## src/rtl/key_event_decoder.sv

```systemverilog
// rtl/key_event_decoder.sv - classifies debounced presses into click, double click, long press and repeat pulses
module key_event_decoder #(
  parameter int                 CNT_W        = 24,
  parameter logic [CNT_W-1:0]   LONG_TICKS   = 24'd12_000_000,
  parameter logic [CNT_W-1:0]   REPEAT_TICKS = 24'd3_000_000,
  parameter logic [CNT_W-1:0]   DCLICK_TICKS = 24'd6_000_000
) (
  input  logic       clk,
  input  logic       rst_n,
  input  logic       press_pulse,
  input  logic       key_level,
  output logic       click,
  output logic       double_click,
  output logic       long_press,
  output logic       repeat_pulse,
  output logic       busy,
  output logic [1:0] last_event,
  output logic [7:0] event_count
);

  typedef enum logic [2:0] {
    IDLE     = 3'd0,
    HELD     = 3'd1,
    REPEAT   = 3'd2,
    WAIT_GAP = 3'd3,
    HELD2    = 3'd4
  } state_t;

  localparam logic [CNT_W-1:0] CNT_ONE     = {{(CNT_W-1){1'b0}}, 1'b1};
  localparam logic [CNT_W-1:0] LONG_LAST   = LONG_TICKS - CNT_ONE;
  localparam logic [CNT_W-1:0] REPEAT_LAST = REPEAT_TICKS - CNT_ONE;
  localparam logic [CNT_W-1:0] DCLICK_LAST = DCLICK_TICKS - CNT_ONE;

  state_t           state;
  logic [CNT_W-1:0] cnt;

  always_ff @(posedge clk or negedge rst_n) begin
    if (!rst_n) begin
      state        <= IDLE;
      cnt          <= '0;
      click        <= 1'b0;
      double_click <= 1'b0;
      long_press   <= 1'b0;
      repeat_pulse <= 1'b0;
      busy         <= 1'b0;
      last_event   <= 2'd0;
      event_count  <= 8'd0;
    end else begin
      click        <= 1'b0;
      double_click <= 1'b0;
      long_press   <= 1'b0;
      repeat_pulse <= 1'b0;
      case (state)
        IDLE: begin
          if (press_pulse) begin
            state <= HELD;
            cnt   <= '0;
            busy  <= 1'b1;
          end
        end
        HELD: begin
          if (!key_level) begin
            state <= WAIT_GAP;
            cnt   <= '0;
          end else if (cnt == LONG_LAST) begin
            long_press  <= 1'b1;
            last_event  <= 2'd3;
            event_count <= event_count + 8'd1;
            cnt         <= '0;
            state       <= REPEAT;
          end else begin
            cnt <= cnt + CNT_ONE;
          end
        end
        // Releasing after a long press is silent: the long event already fired.
        REPEAT: begin
          if (!key_level) begin
            state <= IDLE;
            cnt   <= '0;
            busy  <= 1'b0;
          end else if (cnt == REPEAT_LAST) begin
            repeat_pulse <= 1'b1;
            cnt          <= '0;
          end else begin
            cnt <= cnt + CNT_ONE;
          end
        end
        // A press on the timeout edge still wins and becomes a double click.
        WAIT_GAP: begin
          if (press_pulse) begin
            state <= HELD2;
            cnt   <= '0;
          end else if (cnt == DCLICK_LAST) begin
            click       <= 1'b1;
            last_event  <= 2'd1;
            event_count <= event_count + 8'd1;
            cnt         <= '0;
            state       <= IDLE;
            busy        <= 1'b0;
          end else begin
            cnt <= cnt + CNT_ONE;
          end
        end
        HELD2: begin
          if (!key_level) begin
            double_click <= 1'b1;
            last_event   <= 2'd2;
            event_count  <= event_count + 8'd1;
            state        <= IDLE;
            busy         <= 1'b0;
          end
        end
        default: begin
          state <= IDLE;
          cnt   <= '0;
          busy  <= 1'b0;
        end
      endcase
    end
  end

endmodule

```

## config.mk

```make
export PLATFORM = sky130hd
export DESIGN_NAME = key_event_decoder
export DESIGN_NICKNAME = d
export VERILOG_FILES = /design/src/rtl/key_event_decoder.sv
export SDC_FILE = /design/constraint.sdc
export NUM_CORES = 1
export LEC_CHECK = 0
export BUFFER_PORTS_ARGS = -buffer_cell sky130_fd_sc_hd__buf_2
export CAP_MARGIN = 20
export CORE_MARGIN = 5
export CORE_UTILIZATION = 30
export CTS_CLUSTER_DIAMETER = 60
export CTS_CLUSTER_SIZE = 14
export DETAILED_ROUTE_END_ITERATION = 6
export PLACE_DENSITY = 0.49
export SLEW_MARGIN = 30
export SYNTH_ARGS = -nofsm -noshare
export SYNTH_HDL_FRONTEND = slang
export SYNTH_SLANG_ARGS = --single-unit
```

## constraint.sdc

```tcl
create_clock -name clk -period 2.7 [get_ports clk]
set_input_delay 0.675 -clock clk [delete_from_list [all_inputs] [get_ports clk]]
set_output_delay 0.675 -clock clk [all_outputs]
set_load 0.01 [all_outputs]
```

==> out/metrics.csv <==
stage,metric,value,unit
critical_path,Crit path required time,2.86,ns
sta,# setup viols final,0,
finish,share of cells above drive strength 1,0.161,
power_and_ir_drop,Pleak,1.20,nW
critical_path,Crit path arrival time,2.56,ns
logic_synthesis,Mapped Nets,270,
clock_network,CTS tree,built,
finish,"commonest non-fill, non-tap cells in the layout","42 x dfrtp_1, 21 x nand2_1, 18 x nand3_1, 18 x o21ai_0, 18 x buf_2",
clock_network,Sink Count,42,
finish,n_diodes,0,
route,drt total wl,6.29,mm
critical_path,Worst setup EP type,flop,
critical_path,r2r startpoint,cnt[14]$_DFFE_PN0P_,
floorplanning,die area,0.0101,mm2
logic_synthesis,Netlist Area Pre-Place,0.00245,mm2
clock_network,CTS Buffer Depth,2,
critical_path,Critical Path Source Type,flop,
clock_network,Hold Buf Count CTS,0,
power_and_ir_drop,Worst VDD drop,0.000299,V
place,Post-DP HPWL,4.46,mm
clock_network,CTS buffer count,5,
finish,"commonest non-fill, non-tap cell in the layout",dfrtp_1,
clock_network,Root Driver,clkbuf_8,
global_routing,initial antenna violation count,0,
logic_synthesis,share of Yosys cell area claimed by the top area cell type,0.429,
global_routing,gr usage total,0.132,
clock_network,Worst-path clk slew,0.08,ns
global_routing,first-pass GRT wire length,10.8,mm
critical_path,Setup CP Type,reg2reg,
route,Iter 0 DRT Violations,137,
logic_synthesis,Cell variety after synth,51,
sta,setup TNS,0,ns
global_routing,largest net degree at the start of global routing,28,
floorplanning,Die Wd,100,um
hold_path,worst hold path class,in2async,
floorplanning,num ports,19,
place,# port buffers,18,
sta,Max Freq,0.417,GHz
sta,Hold Fails Final Rpt,0,
critical_path,FF-to-FF path depth,6,
floorplanning,row count,33,
clock_network,post_cts resized,0,
logic_synthesis,syn_area_per_cell,9.28,um2
logic_synthesis,synthesized instance count,264,
clock_network,worst skew pair latency,0.30,ns
logic_synthesis,"Async S/R FF share, synth",1.00,
logic_synthesis,register bit total from synthesis,42,
floorplanning,Die Y,100,um
global_routing,vias in the first global route,2105,
logic_synthesis,Post-synth EDFFs,0,
route,vias,2148,
sta,Tmin final,2.40,ns
sta,Min Hold Slack,0.283,ns
logic_synthesis,Ys Warns,0,
clock_network,setup bufs post-CTS,0,
route,drt wl/cell,16.1,um
critical_path,Reg-to-Reg End,cnt[11]$_DFFE_PN0P_,
sta,final worst path period share,0.889,
power_and_ir_drop,Power Density,707,mW/mm2
sta,Final Skew,0.00741,ns
sta,worst slew pin tran,0.770,ns
floorplanning,core area,0.00809,mm2
sta,RSZ-0062 raised after global routing,false,
global_routing,GRT Residual Overflow,0,
route,Pre-Repair DR Iteration Count,4,
logic_synthesis,register area share after synthesis,0.429,
route,Routed Antenna Nets,0,
route,Avg Vias per Cell,5.51,
logic_synthesis,most area-hungry cell type in the Yosys netlist,dfrtp_1,
logic_synthesis,Synth Flop Type,dfrtp_1,
critical_path,critical-path maximum fanout,10,
sta,Worst slew margin,0.487,
clock_network,number of H-tree levels,2,
critical_path,R2R setup slack,0.30,ns
job,Max-Cap Viols,0,
sta,fin. max-slew vios,0,
floorplanning,initial core utilization,0.303,
run_status,status,"complete, no violations",
finish,nets,290,
finish,area grow syn2layout,15.0,%
logic_synthesis,"top cells by area, synth","dfrtp_1 43%, nand3_1 3.7%, o21ai_0 3.7%",
place,placer congestion estimate,0.866,
route,# DRC,0,
==> where the power goes <==
part / leakage [nW] / internal (W) / switching (W) / total (W)
logic: 0.554 / 0.000225 / 0.000385 / 0.000610
registers: 0.574 / 0.000697 / 0.0000792 / 0.000776
clock network: 0.0683 / 0.000371 / 0.000236 / 0.000607
==> worst max path at each step <==
stage	startpoint	end	slack, ns
3_3_place_gp	cnt[14]$_DFFE_PN0P_	cnt[11]$_DFFE_PN0P_	0.28
4_1_cts	cnt[6]$_DFFE_PN0P_	cnt[11]$_DFFE_PN0P_	0.30
6_report	cnt[14]$_DFFE_PN0P_	cnt[11]$_DFFE_PN0P_	0.30
2_1_floorplan	cnt[7]$_DFFE_PN0P_	cnt[10]$_DFFE_PN0P_	0.41
5_1_grt	cnt[15]$_DFFE_PN0P_	event_count[1]$_DFFE_PN0P_	0.13
3_5_place_dp	cnt[15]$_DFFE_PN0P_	event_count[1]$_DFFE_PN0P_	0.32
==> cell usage after synthesis (2+ instances only) <==
master / n
a21oi_1: 2
a31oi_1: 5
a41oi_1: 2
and2_1: 2
and3_1: 11
and4_1: 3
buf_2: 2
clkbuf_1: 12
dfrtp_1: 42
ha_1: 2
inv_1: 13
mux2i_1: 7
nand2_1: 21
nand2b_1: 4
nand3_1: 18
nand3b_1: 2
nand4_1: 5
nand4b_1: 2
nor2_1: 8
nor3_1: 15
nor4_1: 8
nor4_4: 2
o21a_1: 3
o21ai_0: 18
o22ai_1: 8
o311ai_0: 4
o31ai_1: 8
o32ai_1: 2
o41ai_1: 3
or4b_1: 3
xor2_1: 7
==> critical path, stage by stage (launching register included) <==
cell and delay, ns:
dfrtp_1 0.51, or4b_1 0.46, nor3_1 0.23, a41oi_1 0.33, buf_4 0.28, o311ai_0 0.32
o22ai_1 0.15
==> metal layers <==
metal / track usage / wire [um]
met5: 0 / 0
met4: 0.0363 / 44
met3: 0.0285 / 377
met2: 0.210 / 2950
met1: 0.182 / 2920
==> state kept, by name, summed over array words and instances, names as in the netlist <==
register,count
double_click,1
cnt,24
state,3
repeat_pulse,1
click,1
busy,1
event_count,8
last_event,2
long_press,1
==> logic make-up after synthesis <==
| group | after synthesis | share of synthesized area |
|---|---|---|
| simple gates | 114 | 0.277 |
| compound gates | 61 | 0.172 |
| flops | 42 | 0.429 |
| buf+inv | 29 | 0.0501 |
| xor+xnor | 8 | 0.0286 |
| mux | 8 | 0.0332 |
| fa+ha+maj | 2 | 0.0102 |
==> per-stage QoR <==
| stage | util | worst slack (ns) | std cells | area, um2 | power, W |
|---|---|---|---|---|---|
| after global routing | 0.348 | 0.133 | 390 | 2820 | 0.00212 |
| final | 0.348 | 0.299 | 390 | 2820 | 0.00199 |
| after floorplan | - | 0.410 | 264 | 2450 | 0.00119 |
| after detailed placement | 0.331 | 0.316 | 382 | 2680 | 0.00140 |
| after CTS | 0.348 | 0.298 | 390 | 2820 | 0.00202 |
| after global placement | 0.331 | 0.278 | 382 | 2680 | 0.00140 |
==> final cells by class <==
type,instances,area [um2]
Fill cell,852,5280
Multi-Input combinational cell,193,1280
Sequential cell,42,1050
Timing Repair Buffer,29,173
Tap cell,105,131
Clock buffer,5,68.8
Clock inverter,3,68.8
Inverter,13,48.8
(Power assumes the default switching activity.)
